==> config.mk <==
export PLATFORM = sky130hd
export DESIGN_NAME = usb_rx_unstuffer
export DESIGN_NICKNAME = d
export VERILOG_FILES = /design/src/rtl/usb_rx_unstuffer_pkg.sv /design/src/rtl/usb_rx_unstuffer_stuff_detector.sv /design/src/rtl/usb_rx_unstuffer.sv
export SDC_FILE = /design/constraint.sdc
export NUM_CORES = 1
export LEC_CHECK = 0
export BUFFER_PORTS_ARGS = -buffer_cell sky130_fd_sc_hd__buf_2
export CAP_MARGIN = 15
export CORE_ASPECT_RATIO = 0.7
export CORE_UTILIZATION = 32
export DETAILED_ROUTE_END_ITERATION = 8
export SYNTH_ARGS = -nofsm -noshare
export SYNTH_HDL_FRONTEND = slang
export SYNTH_SLANG_ARGS = --single-unit
==> constraint.sdc <==
create_clock -name clk -period 3 [get_ports clk]
set_input_delay 0.45 -clock clk [delete_from_list [all_inputs] [get_ports clk]]
set_output_delay 0.45 -clock clk [all_outputs]
set_load 0.02 [all_outputs]
==> src/rtl/usb_rx_unstuffer_pkg.sv <==
// usb_rx_pkg: shared state encoding and protocol defaults for the USB receive unstuffer
package usb_rx_pkg;
  typedef enum logic [1:0] {IDLE, HUNT, DATA, ERROR} rx_state_t;
  localparam logic [7:0] USB_SYNC_BYTE   = 8'h80;
  localparam int         USB_STUFF_LIMIT = 6;
endpackage

==> src/rtl/usb_rx_unstuffer_stuff_detector.sv <==
// stuff_detector: counts consecutive ones and flags the bit slot that must carry a stuffed zero
module stuff_detector
  import usb_rx_pkg::*;
#(
  parameter int ONES_LIMIT = USB_STUFF_LIMIT
) (
  input  logic clk,
  input  logic rst,
  input  logic clear,
  input  logic bit_valid,
  input  logic decoded_bit,
  output logic drop_bit,
  output logic stuff_violation
);
  localparam int W = $clog2(ONES_LIMIT + 1);
  logic [W-1:0] r_ones;
  logic         w_slot;
  assign w_slot          = r_ones == W'(ONES_LIMIT);
  assign drop_bit        = bit_valid & w_slot;
  assign stuff_violation = drop_bit & decoded_bit;
  // Ones run length; a 1 in the stuff slot restarts the run at one, which also bounds the count
  always_ff @(posedge clk or posedge rst)
    if (rst) r_ones <= '0;
    else if (clear) r_ones <= '0;
    else if (bit_valid) r_ones <= !decoded_bit ? '0 : w_slot ? W'(1) : r_ones + 1'b1;
endmodule

==> src/rtl/usb_rx_unstuffer.sv <==
// usb_rx_unstuffer: SYNC hunt, zero unstuffing and LSB-first byte assembly (USB_RX_STUFF_ERR_EN enables the ERROR state)
module usb_rx_unstuffer
  import usb_rx_pkg::*;
#(
  parameter int         ONES_LIMIT   = USB_STUFF_LIMIT,
  parameter logic [7:0] SYNC_PATTERN = USB_SYNC_BYTE
) (
  input  logic       clk,
  input  logic       RST,
  input  logic       rx_active,
  input  logic       bit_valid,
  input  logic       decoded_bit,
  output logic [7:0] data_out,
  output logic       data_valid,
  output logic       sync_found,
  output logic       stuff_err,
  output logic       partial_err
);
  rx_state_t   r_state, w_next;
  logic [7:0]  r_shift, w_shift, r_data_out;
  logic [2:0]  r_cnt;
  logic        r_data_valid, r_sync_found, r_partial_err;
  logic        w_live, w_bv, w_drop, w_viol, w_take, w_sync, w_err;
  assign w_live  = rx_active & (r_state == HUNT | r_state == DATA);
  assign w_bv    = w_live & bit_valid;
  assign w_shift = {decoded_bit, r_shift[7:1]};
  assign w_take  = w_bv & ~w_drop;
  assign w_sync  = w_take & r_state == HUNT & w_shift == SYNC_PATTERN;
  stuff_detector #(.ONES_LIMIT(ONES_LIMIT)) u_det (
    .clk            (clk),
    .rst            (RST),
    .clear          (~w_live),
    .bit_valid      (w_bv),
    .decoded_bit    (decoded_bit),
    .drop_bit       (w_drop),
    .stuff_violation(w_viol)
  );
`ifdef USB_RX_STUFF_ERR_EN
  logic r_stuff_err;
  assign w_err     = w_viol;
  assign stuff_err = r_stuff_err;
  // Violation flag is sticky for the rest of the receive window
  always_ff @(posedge clk or posedge RST)
    if (RST) r_stuff_err <= 1'b0;
    else r_stuff_err <= rx_active & (r_stuff_err | w_err);
`else
  logic w_unused;
  assign w_unused  = w_viol;
  assign w_err     = 1'b0;
  assign stuff_err = 1'b0;
`endif
  assign data_out    = r_data_out;
  assign data_valid  = r_data_valid;
  assign sync_found  = r_sync_found;
  assign partial_err = r_partial_err;
  // State register
  always_ff @(posedge clk or posedge RST)
    if (RST) r_state <= IDLE;
    else r_state <= w_next;
  // Next state: closing the window wins over any bit arriving in the same cycle
  always_comb begin
    w_next = r_state;
    if (!rx_active) w_next = IDLE;
    else if (r_state == IDLE) w_next = HUNT;
    else if (w_err) w_next = ERROR;
    else if (w_sync) w_next = DATA;
  end
  // Shift register, bit counter and registered strobes
  always_ff @(posedge clk or posedge RST)
    if (RST) begin
      r_shift       <= 8'h00;
      r_cnt         <= 3'd0;
      r_data_out    <= 8'h00;
      r_data_valid  <= 1'b0;
      r_sync_found  <= 1'b0;
      r_partial_err <= 1'b0;
    end else begin
      r_data_valid  <= 1'b0;
      r_sync_found  <= 1'b0;
      r_partial_err <= !rx_active && r_state == DATA && r_cnt != 3'd0;
      if (!w_live) begin
        r_shift <= 8'h00;
        r_cnt   <= 3'd0;
      end else if (w_sync) begin
        r_shift      <= 8'h00;
        r_cnt        <= 3'd0;
        r_sync_found <= 1'b1;
      end else if (w_take) begin
        r_shift <= w_shift;
        if (r_state == DATA) begin
          r_cnt <= r_cnt + 3'd1;
          if (r_cnt == 3'd7) begin
            r_data_out   <= w_shift;
            r_data_valid <= 1'b1;
          end
        end
      end
    end
endmodule
==> results.toml <==
[clocking]
clock_latency_ns = 0.27
cts_setup_buffers = 0
h-tree-depth = 1
clock-sinks = 26
cts_buffer_depth = 2
ctsResizeCount = 0
cts_root_buf = "clkbuf_8"
cts_buffers = 3
cts_tree = "done"
postCtsHoldBufs = 0
clk_pin_slew_worst_paths_ns = 0.09

[logic_synthesis]
synthAdderAreaFrac_pct = 6.23
synth_compound_area_share_pct = 9.45
syn_nets = 117
ys_types = 32
syn_avg_cell_area_sq_um = 11.4
yosys-top-cells-count = "dfrtp_1, nand2_1, mux2_2, o21ai_0, inv_1"
synth_area_leaders = "dfrtp_1, mux2_2, ha_1, nand2_1, o21ai_0"
yosysTopAreaCellShare_pct = 54.0
synth_largest_area_cell = "dfrtp_1"
yosysSeqAreaShare_pct = 54.0
muxShareOfSynthArea_pct = 10.1
synth-edff-count = 0
yosys.area_share.simple_pct = 14.7
yosys_warnings = 0
syn_area_sq_um = 1200
async_flop_share_pct = 100
synth_most_common_cell = "dfrtp_1"
synthesis.instances = 106
synth-main-ff-cell = "dfrtp_1"
synth_xor_area_share_pct = 0.727
ys_ff_latch = 26
synth_top_family_by_area = "simple AND/OR/NAND/NOR gates"

[timing]
clock_skew_ns = 0.00636
worst_slack_ns = 1.21
finalSetupTns_ns = 0
setup_violations = 0
fmax_ghz = 0.560
finalHoldViolations = 0
relSlewSlack_pct = 36.3
worst_pin_slew_ns = 0.955
min_period_over_period_pct = 59.5
period_minus_slack_ns = 1.79
maxSlewViolCount = 0
rsz0062_at_grt = "false"

[worst_setup_path]
arrival_ns = 1.94
worstSetupPathType = "reg2reg"
startpoint = "r_state[0]$_DFFE_PP0P_"
rrSetupSlack_ns = 1.21
endpoint = "data_out[7]$_DFFE_PP0P_"
cp-end-kind = "register"
start_kind = "register"
r2r_cells = 6
r2r_start = "r_state[0]$_DFFE_PP0P_"
required_ns = 3.15
worstPathMaxFanout = 12
worstReg2RegEnd = "data_out[7]$_DFFE_PP0P_"

[die]
rows = 18
core_area_sq_um = 3560
start_util_pct = 33.9
die_w_microns = 75.3
num_io_pins = 17
fp.dieH_microns = 53.3
design.die.area_sq_um = 4020

[layout]
multi_input_area_sq_um = 500
diodes = 0
drive_above_1_share_pct = 25.6
area_growth_pct = 15.1
fillers = 361
utilization_pct = 39.0
layout.area.seq_sq_um = 651
final_area_sq_um = 1390
finalNetCount = 133
instances_no_fill = 171

[pwr]
p_seq_share_pct = 51.9
p_clk_share_pct = 41.0
combinationalPowerShare_pct = 7.1
p_int_uw = 548
irDropWorstVdd_mv = 0.209
power.density_nw_per_um2 = 499
switchingPower_uw = 144
switching_share_pct = 20.8
p_leak_uw = 0.000704

[place]
hpwl_mm = 1.49
gp_congestion = 0.732
postPlaceCellArea_sq_um = 1320
placed_cells = 167
dp_slack_ns = 1.24
port_buffers = 15

[detailed_routing]
viasPerCell = 4.70
wl_per_cell_microns = 11.9
first_pass_iters = 4
ant_nets = 0
dr_total_vias = 803
drc = 0
first_iter_violations = 34
wl_mm = 2.04

[worst_hold_path]
holdCritPathClass = "in2async"

[global_route]
grt_pass1_wl_mm = 3.52
grt_overflow = 0
grt_max_degree = 27
antenna_found_initial = 0
grt_pass1_vias = 792
grtUsageTotal_pct = 12.1

[status]
outcome = "finished clean"

[flow_run]
maxCapViolCount = 0
[layout by cell type (no fill, tap or decap), types with 2 or more instances in the layout]
| master | count |
|---|---|
| mux2_2 | 9 |
| nand2_1 | 15 |
| dfrtp_1 | 26 |
| nand4_1 | 2 |
| ha_1 | 6 |
| o21ai_0 | 8 |
| mux2i_1 | 2 |
| clkbuf_8 | 3 |
| nor3_1 | 4 |
| inv_1 | 7 |
| a32o_1 | 2 |
| nor2_1 | 4 |
| buf_2 | 15 |
[area by class of cell]
cell class | instances | area share, %
well taps | 50 | 4.51
flip-flops and latches | 26 | 46.9
clock inverters | 1 | 2.17
clock buffers | 3 | 2.98
multi-input cells | 69 | 36.1
repair buffers | 15 | 5.42
inverters | 7 | 1.90
[sequential cells by signal, summed over array words and instances, names as in the netlist]
| name | flops |
|---|---|
| partial_err | 1 |
| data_valid | 1 |
| u_det.r_ones | 3 |
| r_cnt | 3 |
| data_out | 8 |
| sync_found | 1 |
| r_shift | 7 |
| r_state | 2 |
[per-layer routing]
layer	vias to the layer above	GRT usage (%)	wire [microns]
met1	382	15.6	1040
met2	23	19.0	863
met5	-	0	0
met4	0	4.94	29
li1	396	-	-
met3	2	3.43	103
[cell families after synthesis]
group / Yosys count
other: 1
XOR/XNOR: 1
multiplexers: 11
adder cells (fa/ha/maj): 6
flip-flops: 26
buffers and inverters: 11
AND/OR/NAND/NOR: 34
AO/OA/AOI/OAI: 16
[critical path, cell delays in order (launching register included)]
cell and delay [ns]:
dfrtp_1 0.38, inv_1 0.07, ha_1 0.29, and2_4 0.21
o211a_4 0.25, nand3_4 0.16, mux2_2 0.31
[power by group through the flow]
stage / logic (uW) / registers (uW) / clock network, uW
final: 49.3 / 359 / 283
after global routing: 57.4 / 360 / 311
after CTS: 49.8 / 359 / 293
after detailed placement: 49.4 / 366 / 0
after global placement: 48.8 / 365 / 0
after floorplan: 41.4 / 365 / 0
[worst min path at each step]
stage                                          to  slack (ns)  cells after the start
after floorplan           data_out[0]$_DFFE_PP0P_        0.49                      1
after global placement    data_out[1]$_DFFE_PP0P_        0.49                      1
final                      r_state[1]$_DFFE_PP0P_        0.38                      2
after CTS                   partial_err$_DFF_PP0_        0.39                      2
after global routing        partial_err$_DFF_PP0_        0.40                      2
after detailed placement  data_out[6]$_DFFE_PP0P_        0.49                      1
[metrics by stage]
| stage | hold slack [ns] | total power, uW |
|---|---|---|
| after CTS | 0.390 | 702 |
| after floorplan | 0.488 | 407 |
| after global placement | 0.486 | 414 |
| final | 0.383 | 692 |
| after detailed placement | 0.493 | 415 |
| after global routing | 0.402 | 728 |
Note: power is estimated with default switching activity, not from simulation.
